`src/rtl/servo_multi.sv`:
```
// Multi-channel servo PWM generator with a shared frame counter.
// Targets are clamped on write; applied widths move only at frame boundaries.
module servo_multi #(
  parameter int NCH        = 4,
  parameter int CW         = 20,
  parameter int PERIOD     = 500000,
  parameter int MIN_PULSE  = 25000,
  parameter int MAX_PULSE  = 50000,
  parameter int INIT_PULSE = 37500,
  parameter int STEP       = 0,
  localparam int WW        = (NCH > 1) ? $clog2(NCH) : 1
) (
  input  logic           clk,
  input  logic           rst,
  input  logic           wr_en,
  input  logic [WW-1:0]  wr_ch,
  input  logic [CW-1:0]  wr_duty,
  input  logic [NCH-1:0] enable,
  output logic [NCH-1:0] pwm_out,
  output logic           frame_start,
  output logic [NCH-1:0] busy
);

  localparam logic [CW-1:0] LAST  = CW'(PERIOD - 1);
  localparam logic [CW-1:0] MINP  = CW'(MIN_PULSE);
  localparam logic [CW-1:0] MAXP  = CW'(MAX_PULSE);
  localparam logic [CW-1:0] INITP = CW'(INIT_PULSE);
  localparam logic [CW-1:0] STEPV = CW'(STEP);
  localparam logic [WW:0]   NCHV  = (WW + 1)'(NCH);

  logic [CW-1:0] cnt;
  logic [CW-1:0] tgt [NCH];
  logic [CW-1:0] cur [NCH];
  logic [CW-1:0] nxt [NCH];
  logic [CW-1:0] duty_c;
  logic          wrap;
  logic          wr_ok;

  always_comb begin
    wrap  = (cnt == LAST);
    wr_ok = wr_en && ({1'b0, wr_ch} < NCHV);
    if (wr_duty < MINP)
      duty_c = MINP;
    else if (wr_duty > MAXP)
      duty_c = MAXP;
    else
      duty_c = wr_duty;
  end

  // Slew step: never overshoots, never wraps below zero
  always_comb begin
    for (int i = 0; i < NCH; i++) begin
      nxt[i] = cur[i];
      if (STEP == 0)
        nxt[i] = tgt[i];
      else if (tgt[i] > cur[i])
        nxt[i] = (tgt[i] - cur[i] > STEPV) ? cur[i] + STEPV : tgt[i];
      else if (cur[i] > tgt[i])
        nxt[i] = (cur[i] - tgt[i] > STEPV) ? cur[i] - STEPV : tgt[i];
    end
  end

  always_comb begin
    for (int i = 0; i < NCH; i++)
      busy[i] = (cur[i] != tgt[i]);
  end

  always_ff @(posedge clk or posedge rst) begin
    if (rst) begin
      cnt         <= '0;
      pwm_out     <= '0;
      frame_start <= 1'b0;
      for (int i = 0; i < NCH; i++) begin
        tgt[i] <= INITP;
        cur[i] <= INITP;
      end
    end else begin
      cnt         <= wrap ? '0 : cnt + CW'(1);
      frame_start <= (cnt == '0);
      for (int i = 0; i < NCH; i++) begin
        pwm_out[i] <= enable[i] && (cnt < cur[i]);
        if (wrap)
          cur[i] <= nxt[i];
        if (wr_ok && (wr_ch == WW'(i)))
          tgt[i] <= duty_c;
      end
    end
  end

endmodule
```
`config.mk`:
```
export PLATFORM = sky130hd
export DESIGN_NAME = servo_multi
export DESIGN_NICKNAME = d
export VERILOG_FILES = /design/src/rtl/servo_multi.sv
export SDC_FILE = /design/constraint.sdc
export NUM_CORES = 1
export LEC_CHECK = 0
export ABC_CLOCK_PERIOD_IN_PS = 17300
export CORE_MARGIN = 1
export CORE_UTILIZATION = 51
export DETAILED_ROUTE_END_ITERATION = 7
export GPL_TIMING_DRIVEN = 0
export PLACE_DENSITY = 0.76
export SYNTH_ARGS = -nofsm -noshare
export SYNTH_HDL_FRONTEND = slang
export SYNTH_SLANG_ARGS = --single-unit
```
`constraint.sdc`:
```
create_clock -name clk -period 17.3 [get_ports clk]
set_clock_uncertainty 0.2 [all_clocks]
set_input_delay 3.46 -clock clk [delete_from_list [all_inputs] [get_ports clk]]
set_output_delay 3.46 -clock clk [all_outputs]
set_load 0.005 [all_outputs]
```
==> impl_metrics.toml <==
[setup_path]
end_kind = "register"
startpoint_type = "primary input"
cp.arrival_ns = 6.47
cp.required_ns = 17.41
reg2reg_slack_ns = 14.10
rr_worst_depth = 5
r2r_end = "cur[39]"
timing.rr.start = "cnt[0]"
crit_path_max_fanout = 10
critPathCapture = "nxt[49]"
crit_slowest_cell = "o21ai_0"
worstSetupPathType = "primary input to register"
crit_path_cell_trace = "clkdlybuf4s50_1, nor4_1, and2b_1, o211ai_1, clkbuf_1, o21ai_0, o21ai_0"
slowest_delay_ns = 0.61
crit_start = "wr_duty[18]"
worst_path_most_repeated_cell = "o21ai_0"

[finish]
final_design_area_no_fill_um2 = 11000
post_route_cells_drive_above_1_share_pct = 10.2
nets = 1186
syn2layout_area_growth_pct = 13.4
fillers = 1529

[synth]
synth-main-ff-cell = "dfrtp_1"
synth_cells = 1023
ys_seq_elements = 185
yosysWarnings = 0
synth_edf_count = 0
ys_types = 45
ys_seq_area_share_pct = 48.5
yosys-top-cells-area = "dfrtp_1, dfstp_2, ha_1, o21ai_0, nand2_1"
yosysMostFrequentCell = "nand2_1"
avgSynthCellArea_um2 = 9.50
netlist_top_cells_count = "nand2_1, o21ai_0, dfrtp_1, inv_1, ha_1"
synth_top_area_share_pct = 31.2
mappedNetlistArea_um2 = 9720
ys_async_sr_fraction_pct = 100
synth_largest_area_cell = "dfrtp_1"
syn_nets = 1130

[cts]
h-tree-depth = 4
postCtsSetupRepairBufs = 0
clk_pin_slew_ns = 0.07
root_buffer = "clkbuf_16"
clk-insertion-delay-late_ns = 0.44
clock_path_buffers = 2
ctsResizeCount = 0
ctsHoldBuffers = 0
cts_buffers = 17
cts_tree = "yes"
cts_sinks = 185

[grt]
grt_pass1_wl_um = 41200
grt_pass1_vias = 7483
overflow = 0
grt_max_degree = 94
track_usage_pct = 28.3
antenna_found_initial = 2

[floorplan]
initial_core_util_pct = 52.0
coreArea_um2 = 18700
die_x_um = 140
io_pins = 38
fp.dieH_um = 140
rows = 50
die_area_um2 = 19600

[sta]
period_share_pct = 36.8
finalHoldViolCount = 0
worstMarginPinSlew_ns = 1.40
fin_ws_ns = 10.93
rsz0062_at_grt = "no"
finalMaxSlewViolations = 0
maxSlewHeadroom_pct = 5.57
finalSetupTns_ns = 0
holdWs_ns = 0.294
setup_violations = 0
period_needed_ns = 6.37
fmax_ghz = 0.157

[routing]
num_vias = 7713
via_per_inst = 5.81
drtIter0Drc = 651
drt-pass1-iter-count = 5
drt_wl_total_um = 26600
route.detailed.drc = 0
wl_per_cell_um = 20.1
ant_nets = 0

[hold_path]
holdCritStartpoint = "nxt[63]"
hp-class = "register to register"

[power]
powerDensity_nw_per_um2 = 83.9
total_leakage_power_nw = 4.81
p_total_uw = 925
vdd.ir_drop.worst_uv = 65.8

[place]
place.port_buffers = 36
dp_hpwl_um = 18400
place_area_um2 = 10400
gp_congestion = 0.911
post-place-ws_ns = 10.65

[flow_run]
maxCapViolations = 0

[outcome]
status = "finished, final reports clean"
==> where the power goes <==
group	internal, mW	switching [mW]	total [mW]
sequential	0.453	0.0121	0.465
combinational	0.0216	0.0321	0.0537
clock	0.219	0.188	0.406
total	0.693	0.232	0.925
==> cells in the final DEF, fill, tap and decap left out, drive strengths merged, types with 28 or more instances in the layout <==
cell           count
a21oi             43
xnor2             56
nand2            163
nor2              40
xor2              40
dfrtp            121
dfstp             64
clkdlybuf4s50     36
inv               90
nand4             28
clkbuf            39
ha                78
o21ai            142
==> sequential cells by signal (all words and copies together) (netlist names) <==
name / count
nxt: 80
pwm_out: 4
cur: 80
frame_start: 1
cnt: 20
==> worst min-delay path by stage <==
stage	to	slack [ns]	cells past startpoint
CTS	cur[63]	0.29	2
detailed placement	cur[63]	0.28	2
finish	cur[63]	0.29	2
global route	cur[65]	0.32	2
floorplan	cur[63]	0.26	2
global placement	cur[63]	0.27	2
==> metal layers <==
layer,vias up,track usage [%],wire [um]
met5,-,0,19
met1,3745,37.7,11300
met4,2,16.7,1550
li1,3587,-,-
met3,71,6.91,1940
met2,308,42.1,11800
==> critical path: cells and delay by family <==
family | cells | cell delay (ns)
buf+inv | 2 | 0.75
simple gates | 2 | 1.02
compound gates | 3 | 1.25
==> per-stage QoR <==
step / utilization, % / instances
finish: 58.9 / 1327
global placement: 55.5 / 1293
floorplan: - / 1023
detailed placement: 55.6 / 1294
CTS: 58.9 / 1326
global route: 58.9 / 1326
==> cell families (layout without fill, tap and decap cells) <==
kind of cell             Yosys count  after routing  share of synthesized area, %
AO/OA/AOI/OAI                    212            212                          11.8
XOR/XNOR                          96             96                          8.65
flip-flops                       185            185                          48.5
other                              0              1                             0
adder cells (fa/ha/maj)           78             78                          10.0
AND/OR/NAND/NOR                  334            334                          16.2
buffers and inverters            118            187                          4.89
==> layout make-up <==
type	count	area, um2	area share [%]
antenna	1	2.50	0.0227
clock buffer	17	425	3.86
buffer	34	160	1.45
timing repair buffer	37	388	3.52
multi-input combinational	720	4530	41.2
sequential	185	4710	42.7
inverter	84	323	2.93
tap	234	293	2.66
clock inverter	15	183	1.66
(Power assumes the default switching activity.)
